**src/rtl/fifo_word_serializer_if.sv**
```systemverilog
// Bus bundle between the FIFO read port, the word serializer and the byte-wide sink.
// master = serializer side, slave = FIFO/sink side.
interface fifo_word_serializer_if;
  logic        fifo_empty;
  logic [31:0] fifo_data;
  logic        fifo_rd;
  logic [7:0]  m_data;
  logic        m_valid;
  logic        m_ready;
  logic        m_last;

  modport master (
    input  fifo_empty, fifo_data, m_ready,
    output fifo_rd, m_data, m_valid, m_last
  );

  modport slave (
    output fifo_empty, fifo_data, m_ready,
    input  fifo_rd, m_data, m_valid, m_last
  );
endinterface

```
**src/rtl/fifo_word_serializer.sv**
```systemverilog
// Pops 32-bit words from the FIFO and streams them as valid/ready byte frames.
// Define FIFO_SER_CHECKSUM_EN to append an XOR checksum byte to every frame.
module fifo_word_serializer #(
  parameter int unsigned LSB_FIRST = 1,
  parameter int          CNT_W     = 16
) (
  input  logic                 clk,
  input  logic                 rst,
  fifo_word_serializer_if.master bus,
  output logic                 busy,
  output logic [CNT_W-1:0]     word_count
);

`ifdef FIFO_SER_CHECKSUM_EN
  typedef enum logic [1:0] {IDLE = 2'd0, WAIT = 2'd1, SEND = 2'd2, CHK = 2'd3} state_e;
`else
  typedef enum logic [1:0] {IDLE = 2'd0, WAIT = 2'd1, SEND = 2'd2} state_e;
`endif

  // The byte on the wire always sits at the outgoing end of the shift register.
  function automatic logic [7:0] cur_byte(input logic [31:0] w);
    return (LSB_FIRST != 0) ? w[7:0] : w[31:24];
  endfunction

  function automatic logic [31:0] shift_out(input logic [31:0] w);
    return (LSB_FIRST != 0) ? {8'h00, w[31:8]} : {w[23:0], 8'h00};
  endfunction

`ifdef FIFO_SER_CHECKSUM_EN
  function automatic logic [7:0] xor_bytes(input logic [31:0] w);
    return w[7:0] ^ w[15:8] ^ w[23:16] ^ w[31:24];
  endfunction
`endif

  state_e           state_q, state_d;
  logic [31:0]      sr_q, sr_d;
  logic [1:0]       idx_q, idx_d;
  logic [CNT_W-1:0] cnt_q, cnt_d;
`ifdef FIFO_SER_CHECKSUM_EN
  logic [7:0]       chk_q, chk_d;
`endif

  logic       rd;
  logic       valid;
  logic       last;
  logic [7:0] data;

  always_ff @(posedge clk) begin
    if (rst) begin
      state_q <= IDLE;
      sr_q    <= '0;
      idx_q   <= '0;
      cnt_q   <= '0;
`ifdef FIFO_SER_CHECKSUM_EN
      chk_q   <= '0;
`endif
    end else begin
      state_q <= state_d;
      sr_q    <= sr_d;
      idx_q   <= idx_d;
      cnt_q   <= cnt_d;
`ifdef FIFO_SER_CHECKSUM_EN
      chk_q   <= chk_d;
`endif
    end
  end

  always_comb begin
    state_d = state_q;
    sr_d    = sr_q;
    idx_d   = idx_q;
    cnt_d   = cnt_q;
`ifdef FIFO_SER_CHECKSUM_EN
    chk_d   = chk_q;
`endif
    rd      = 1'b0;
    valid   = 1'b0;
    last    = 1'b0;
    data    = 8'h00;

    case (state_q)
      IDLE: begin
        // fifo_empty is only looked at here; later changes cannot disturb a word in flight.
        rd = !bus.fifo_empty && !rst;
        if (rd) state_d = WAIT;
      end

      WAIT: begin
        sr_d    = bus.fifo_data;
        idx_d   = 2'd0;
`ifdef FIFO_SER_CHECKSUM_EN
        chk_d   = xor_bytes(bus.fifo_data);
`endif
        state_d = SEND;
      end

      SEND: begin
        valid = 1'b1;
        data  = cur_byte(sr_q);
`ifndef FIFO_SER_CHECKSUM_EN
        last  = (idx_q == 2'd3);
`endif
        if (bus.m_ready) begin
          sr_d  = shift_out(sr_q);
          idx_d = idx_q + 2'd1;
          if (idx_q == 2'd3) begin
`ifdef FIFO_SER_CHECKSUM_EN
            state_d = CHK;
`else
            cnt_d   = cnt_q + CNT_W'(1);
            state_d = IDLE;
`endif
          end
        end
      end

`ifdef FIFO_SER_CHECKSUM_EN
      CHK: begin
        valid = 1'b1;
        data  = chk_q;
        last  = 1'b1;
        if (bus.m_ready) begin
          cnt_d   = cnt_q + CNT_W'(1);
          state_d = IDLE;
        end
      end
`endif

      default: state_d = IDLE;
    endcase
  end

  assign bus.fifo_rd = rd;
  assign bus.m_valid = valid;
  assign bus.m_data  = data;
  assign bus.m_last  = last;
  assign busy        = (state_q != IDLE);
  assign word_count  = cnt_q;

endmodule

```
**src/flat_wrapper.sv**
```systemverilog
// flat-port wrapper written by rule: the top's interface ports become plain ports
module fifo_word_serializer_flat 
#(
  parameter int unsigned LSB_FIRST = 1,
  parameter int          CNT_W     = 16
)
  (clk, rst, busy, word_count, bus_fifo_empty, bus_fifo_data, bus_m_ready, bus_fifo_rd, bus_m_data, bus_m_valid, bus_m_last);
  fifo_word_serializer_if bus_i ();
  input  logic clk;
  input  logic rst;
  output logic busy;
  output logic [CNT_W-1:0] word_count;
  input wire logic [$bits(bus_i.fifo_empty)-1:0] bus_fifo_empty;
  input wire logic [$bits(bus_i.fifo_data)-1:0] bus_fifo_data;
  input wire logic [$bits(bus_i.m_ready)-1:0] bus_m_ready;
  output wire logic [$bits(bus_i.fifo_rd)-1:0] bus_fifo_rd;
  output wire logic [$bits(bus_i.m_data)-1:0] bus_m_data;
  output wire logic [$bits(bus_i.m_valid)-1:0] bus_m_valid;
  output wire logic [$bits(bus_i.m_last)-1:0] bus_m_last;
  assign bus_i.fifo_empty = bus_fifo_empty;
  assign bus_i.fifo_data = bus_fifo_data;
  assign bus_i.m_ready = bus_m_ready;
  assign bus_fifo_rd = bus_i.fifo_rd;
  assign bus_m_data = bus_i.m_data;
  assign bus_m_valid = bus_i.m_valid;
  assign bus_m_last = bus_i.m_last;
  fifo_word_serializer #(.LSB_FIRST(LSB_FIRST), .CNT_W(CNT_W)) u_core (.clk(clk), .rst(rst), .bus(bus_i), .busy(busy), .word_count(word_count));
endmodule
```
**config.mk**
```make
export PLATFORM = sky130hd
export DESIGN_NAME = fifo_word_serializer_flat
export DESIGN_NICKNAME = d
export VERILOG_FILES = /design/src/rtl/fifo_word_serializer_if.sv /design/src/rtl/fifo_word_serializer.sv /design/src/flat_wrapper.sv
export SDC_FILE = /design/constraint.sdc
export NUM_CORES = 1
export LEC_CHECK = 0
export CORE_AREA = 2 2 97 90
export CTS_BUF_LIST = sky130_fd_sc_hd__clkbuf_4 sky130_fd_sc_hd__clkbuf_8 sky130_fd_sc_hd__clkbuf_16
export CTS_CLUSTER_DIAMETER = 30
export CTS_CLUSTER_SIZE = 10
export DETAILED_ROUTE_END_ITERATION = 10
export DIE_AREA = 0 0 99 92
export GPL_TIMING_DRIVEN = 0
export PLACE_DENSITY_LB_ADDON = 0.05
export SLEW_MARGIN = 15
export SYNTH_ARGS = -nofsm -noshare
export SYNTH_HDL_FRONTEND = slang
export SYNTH_SLANG_ARGS = --single-unit
```
**constraint.sdc**
```tcl
create_clock -name clk -period 2 [get_ports clk]
set_clock_uncertainty 0.1 [all_clocks]
set_input_delay 0.2 -clock clk [delete_from_list [all_inputs] [get_ports clk]]
set_output_delay 0.2 -clock clk [all_outputs]
set_load 0.03 [all_outputs]
```
# Word-level counts from Yosys, hierarchy flattened
# Cells that the tools add are included.
# op_classes
n_addsub	2
muxes	12
n_reduce_logical	9
n_mul	0
div_mod_pow	0
n_eq_ne	6
n_lt_le_gt_ge	0
n_bitwise	0
n_shift	0
# op_table
operator	n
$pmux W32 S2	1
$mux W32	1
$add A16 B1 Y16 const B	1
$mux W2	4
$mux W8	1
$pmux W2 S3	1
$reduce_and A3 Y1	2
$eq A2 B2 Y1 const B	2
$ne A2 B1 Y1 const B	2
$pmux W2 S2	1
$reduce_bool A2 Y1	2
$mux W1	3
$add A2 B1 Y2 const B	1
$eq A2 B1 Y1 const B	1
$logic_not A1 Y1	2
$logic_not A2 Y1	1
$ne A2 B2 Y1 const B	1
$reduce_and A2 Y1	1
$logic_and A1 B1 Y1	1
# word_totals
ramBits	0
n_memories	0
latch_bits	0
elab_cells	33
rom_bits	0
regBits	52
output_inout_bits	28

# Depth between registers and ports, before layout
# Gate-level depths: netlist (run 1).
# logic_depth
ltp_word	4
mapped_depth	6
mapped_depth_nobuf	5

# Worst setup path after synthesis (run 1)
# OpenSTA, ideal clock, no wires.
# synth_path
path_type	register to output
startpoint	register u_core.state_q[0]
endpoint	output port bus_m_data[0]
arrival_time_ps	1604
path_slack_ps	96
stages_incl_launch_ff	6
cell_sequence	dfxtp_1 or2b_1 clkbuf_1 clkinv_1 clkbuf_1 and2_1
# synth_via
elab_chain_len	2
# synth_lines
element	line	text
from (decl)	fifo_word_serializer.sv:35	state_e state_q, state_d;
from (signal assigned)	fifo_word_serializer.sv:58	state_q <= state_d;
$eq A2 B2 Y1	fifo_word_serializer.sv:81	case (state_q)
$mux W8	fifo_word_serializer.sv:81	
to (decl)	flat_wrapper.sv:17	output wire logic [$bits(bus_i.m_data)-1:0] bus_m_data;
# Every way passes these cells.

# Final worst setup path (run 1)
# layout_path
startpoint	register u_core.state_q[1]
endpoint	output port bus_m_data[2]
# Same word-level chain as after synthesis.

==> out/metrics.csv, run 1 <==
metric;value;unit
status;finished clean;
synth_flop_cell;dfxtp_1;
fp.dieW;99;um
fillers;871;
rsz0062_at_grt;false;
io_buffers;63;
required;1.70;ns
fin_tns_setup;0;ns
synthArstFlopShare;0;
io_pins;64;
area_delta_synth_final;35.9;%
drv_cap;0;
period_share;0.948;
reg2reg_from;u_core.idx_q[0];
antenna_left;0;
cpPeakStageDelay;0.36;ns
clk_pin_slew_worst_paths;0.10;ns
synth_fa_ha_area_frac;0.0105;
synth-edff-count;0;
path_delay_family;buffers and inverters;
path_max_fanout;17;
critPathSlowestCell;clkdlybuf4s15_1;
synthMuxAreaShare;0.00949;
insertion_delay;0.30;ns
p_leak;1.18;nW
antennaDiodeCount;0;
synthCells;301;
synth_cell_types;35;
critical_path.startpoint;u_core.state_q[1];
cp-start-kind;flip-flop;
coreArea;8210;um^2
yosys_warnings;0;
slew_headroom;0.645;
grt_max_degree;18;
drive_above_1_share;0.0949;
synth.top_cell.area_share;0.439;
synth_top_area_cell;dfxtp_1;
die_h;92;um
cts_max_path_buffers;2;
place_congestion;0.755;
routed_wl;6270;um
slew_violations;0;
worst-path-buf-inv;2;
synthesis.nets;339;
crit_type;flip-flop to output port;
tightest_slew;0.533;ns
die_area;9110;um^2
grt.total_usage;0.137;
route.detailed.wl_per_inst;13.3;um
grt_pass1_vias;2055;
via_per_inst;4.77;
fmaxAchievable;0.527;GHz
synth_compound_area_frac;0.142;
synth_area_leaders;dfxtp_1 (44%), nand2_1 (9.0%), nor2_1 (8.9%);
hpwl;4540;um
num_rows;32;
antenna_found_initial;0;
worstPathCellList;or2b_4 > clkinv_4 > and2_1 > clkdlybuf4s15_1;
drt_first_pass_iters;4;
grt_first_pass_wirelength;10000;um
min_from;rst;
cts_tree;built;
period_needed;1.90;ns
power.density;650;nW/um^2
hold_class;primary input to flip-flop;
finalHoldViolCount;0;
design_power_total;2.10;mW
start_util;0.289;
cts_root_buf;clkbuf_8;
via_count;2247;
grt_overflow;0;
place_inst;466;
cp-end-kind;output port;
final_nets;406;
setup_violations;0;
cts_buffers;5;
route.detailed.drc;0;
final_cells;471;
synth-seq-area-share;0.439;
cts_sinks;52;
cp.arrival;1.60;ns
synth_top_family_by_area;simple AND/OR/NAND/NOR gates;
dr.first_iter.drc_count;60;
synthXorXnorAreaFrac;0.0332;
syn_area_per_cell;7.89;um^2
vdd_drop_max;0.317;mV
ctsHtreeMaxLevel;2;
ys_seq_elements;52;
synth-simple-area-share;0.321;
syn_area;2370;um^2
cts_hold_buf;0;
worst register-to-register path: cells and delay by family, from the launching register on:
kind | cells | cell delay, ns
compound gates | 1 | 0.14
fa+ha+maj | 1 | 0.25
flops | 1 | 0.39
simple gates | 3 | 0.91
sequential cells by signal, indices dropped and copies added (netlist names):
register,count
u_core.sr_q,32
u_core.idx_q,2
u_core.state_q,2
u_core.word_count,16
final timing paths:
path / end / slack (ns) / cells after the start
min reg2reg: u_core.sr_q[3] / 0.38 / 2
max reg2reg: u_core.word_count[11] / 0.16 / 5
max: bus_m_data[2] / 0.10 / 4
min: u_core.word_count[15] / 0.32 / 3
cell type report:
class / count / area, um^2 / share of cell area
multi-input cells: 224 / 1240 / 0.384
flip-flops and latches: 52 / 1040 / 0.323
repair buffers: 63 / 617 / 0.191
well taps: 102 / 128 / 0.0396
plain buffers: 18 / 87.6 / 0.0272
clock buffers: 5 / 68.8 / 0.0213
inverters: 4 / 23.8 / 0.00737
clock inverters: 3 / 18.8 / 0.00582
synthesized netlist by cell type, types with 5 or more instances:
cell      number
a311oi_1      24
xnor2_1        7
nor3_1         5
nand3_1        6
buf_2          8
clkbuf_1      12
nor2_1        56
nor4_1        11
and2_1         9
a21oi_1       16
nand2b_1       5
nand2_1       57
dfxtp_1       52
kinds of logic (layout without fill, tap and decap cells):
kind of cell,Yosys count,after routing
fa+ha+maj,2,2
xor+xnor,9,9
simple gates,164,164
buf+inv,25,93
compound gates,47,47
flops,52,52
mux,2,2
routing by layer:
metal  GRT usage  vias up  wire length [um]
met5           0        -                 0
met2       0.211       61              2710
met4      0.0308        0                58
met3      0.0328        5               398
met1       0.193     1011              3100
li1            -     1170                 -
timing repair:
| action | CTS | global route |
|---|---|---|
| hold endpoints to repair | 0 | 0 |
| setup buffers | 0 | 0 |
| endpoints found under the setup margin | 12 | 33 |
| gates resized for setup | 20 | 19 |
through the flow:
stage	util	worst slack, ns	hold slack [ns]	area, um^2
floorplan	-	0.0963	0.177	2370
global placement	0.382	-0.564	0.369	3130
detailed placement	0.382	-0.551	0.372	3130
CTS	0.391	0.0130	0.352	3210
finish	0.393	0.104	0.320	3230
global route	0.393	0.0109	0.354	3230
placed cells by master (no fill, tap or decap), types with 2 or more instances in the layout:
cell type	n
a311oi_1	24
nor3_1	5
xnor2_1	7
xor2_1	2
or4_1	2
nand3_1	6
inv_1	2
clkdlybuf4s15_1	6
nor4_1	10
a21oi_1	16
clkbuf_8	5
clkinv_2	2
clkbuf_1	8
clkbuf_2	3
clkbuf_4	2
nor2b_1	2
buf_2	7
clkinv_4	2
nand4_1	2
dfxtp_1	51
o31ai_1	2
and2_1	9
nand2b_1	5
nor2_1	56
dlygate4sd2_1	2
a31oi_1	2
clkdlybuf4s50_1	50
nand2_1	57
mux2_2	2
power breakdown:
part | switching (mW) | internal, mW
logic | 0.195 | 0.161
registers | 0.0364 | 1.10
clock network | 0.359 | 0.245
No activity file was read; power rests on OpenSTA's default activity.
==> run 2, diff against run 1 <==
--- a/config.mk
+++ b/config.mk
@@ -5,12 +5,12 @@
 export SDC_FILE = /design/constraint.sdc
 export NUM_CORES = 1
 export LEC_CHECK = 0
-export CORE_AREA = 2 2 97 90
+export CORE_AREA = 2 2 71 123
 export CTS_BUF_LIST = sky130_fd_sc_hd__clkbuf_4 sky130_fd_sc_hd__clkbuf_8 sky130_fd_sc_hd__clkbuf_16
 export CTS_CLUSTER_DIAMETER = 30
 export CTS_CLUSTER_SIZE = 10
 export DETAILED_ROUTE_END_ITERATION = 10
-export DIE_AREA = 0 0 99 92
+export DIE_AREA = 0 0 73 125
 export GPL_TIMING_DRIVEN = 0
 export PLACE_DENSITY_LB_ADDON = 0.05
 export SLEW_MARGIN = 15
==> out/metrics.csv, run 2 (synthesized netlist as in run 1, its figures left out) <==
metric;value;unit
path_max_fanout;17;
area_delta_synth_final;38.9;%
start_util;0.289;
fp.dieW;73;um
period_share;0.949;
vdd_drop_max;0.326;mV
hold_slack;0.379;ns
period_needed;1.90;ns
drive_above_1_share;0.0894;
route.detailed.drc;0;
antennaDiodeCount;0;
die_area;9130;um^2
final_nets;406;
coreArea;8200;um^2
cpPeakStageDelay;0.39;ns
cts_max_path_buffers;2;
hpwl;4720;um
ctsHtreeMaxLevel;2;
status;finished clean;
dpl_cell_area;3120;um^2
via_count;2250;
largest_register_ff_count;32;
layout_common_cells;nand2_1 (57), nor2_1 (56), dfxtp_1 (51);
fmaxAchievable;0.527;GHz
finalInstanceArea;3300;um^2
antenna_left;0;
grt_first_pass_wirelength;10500;um
grt_max_degree;18;
via_per_inst;4.88;
die_h;125;um
cp-start-kind;flip-flop;
insertion_delay;0.29;ns
num_rows;44;
cts_buffers;5;
hold_class;flip-flop to flip-flop;
largest-register;u_core.sr_q;
clk_pin_slew_worst_paths;0.07;ns
regToRegSetupSlack;0.16;ns
routed_wl;6490;um
cts_sinks;52;
slew_headroom;0.646;
worstPathCellList;or2b_4 > clkinv_4 > and2_1 > dlygate4sd2_1;
cts_tree;built;
io_buffers;63;
critPathSlowestCell;dlygate4sd2_1;
finalHoldViolCount;0;
post_cts.repair.setup_buffers;0;
worst-path-buf-inv;2;
p_leak;1.24;nW
drv_cap;0;
power.density;753;nW/um^2
slew_violations;0;
rsz0062_at_grt;false;
dr.first_iter.drc_count;94;
grt_overflow;0;
cp-end-kind;output port;
required;1.70;ns
fillers;866;
place_congestion;0.746;
grt_pass1_vias;2103;
route.detailed.wl_per_inst;14.1;um
crit_type;flip-flop to output port;
drt_first_pass_iters;4;
setup_violations;0;
path_delay_family;buffers and inverters;
final_common_cell;nand2_1;
tightest_slew;0.531;ns
io_pins;64;
cp.arrival;1.60;ns
cts_root_buf;clkbuf_16;
grt.total_usage;0.146;
antenna_found_initial;0;
[run 2: cell types whose count changed in the layout (fill, tap and decap cells not counted), moves of 2 or more]
cell	delta
clkdlybuf4s15_1	-4
clkbuf_16	+5
clkbuf_2	-2
dlygate4sd2_1	+8
clkbuf_8	-5
[run 2: final cells by class]
type	instances	area [um^2]	area share
Buffer	18	87.6	0.0266
Clock buffer	6	133	0.0402
Clock inverter	2	35.0	0.0106
Inverter	4	23.8	0.00721
Multi-Input combinational cell	224	1250	0.378
Sequential cell	52	1040	0.316
Tap cell	92	115	0.0349
Timing Repair Buffer	63	613	0.186
[run 2: power breakdown]
part	leakage [nW]	total [mW]	switching [mW]	internal, mW
combinational	0.727	0.356	0.197	0.159
sequential	0.425	1.14	0.0348	1.10
clock	0.0843	0.990	0.387	0.603
[run 2: layer usage]
layer / part of all wire / vias up / track usage / routed length, um
li1: - / 1172 / - / -
met1: 0.44 / 1034 / 0.173 / 2860
met2: 0.51 / 42 / 0.252 / 3320
met3: 0.038 / 2 / 0.0290 / 247
met4: 0.0083 / 0 / 0.0556 / 54
met5: 0 / - / 0 / 0
[run 2: path summary, 6_finish.rpt]
check,startpoint,endpoint,depth (start not counted)
min,u_core.sr_q[16],u_core.sr_q[8],2
min reg2reg,u_core.sr_q[16],u_core.sr_q[8],2
max reg2reg,u_core.idx_q[0],u_core.word_count[11],5
max,u_core.state_q[1],bus_m_data[5],4
[run 2: timing repair]
item,CTS,global route
setup endpoints to repair,14,36
gates resized for setup,19,11
pin swaps,0,0
hold buffers,0,0
[run 2: stage by stage]
step	worst slack [ns]	total power, mW	utilization	instances	setup TNS (ns)
after floorplan	0.0963	1.37	-	301	0
after global placement	-0.611	1.52	0.380	456	-7.20
after detailed placement	-0.646	1.53	0.380	456	-7.22
after CTS	0.0177	2.52	0.400	461	0
after global routing	0.00458	2.59	0.402	461	0
final	0.101	2.48	0.402	461	0
[run 2: worst reg2reg max path, cell delays in order, from the launching register on]
cell	delay, ns
dfxtp_1	0.37
ha_2	0.24
nand4b_4	0.18
or2_1	0.34
or4_1	0.41
a21oi_1	0.14
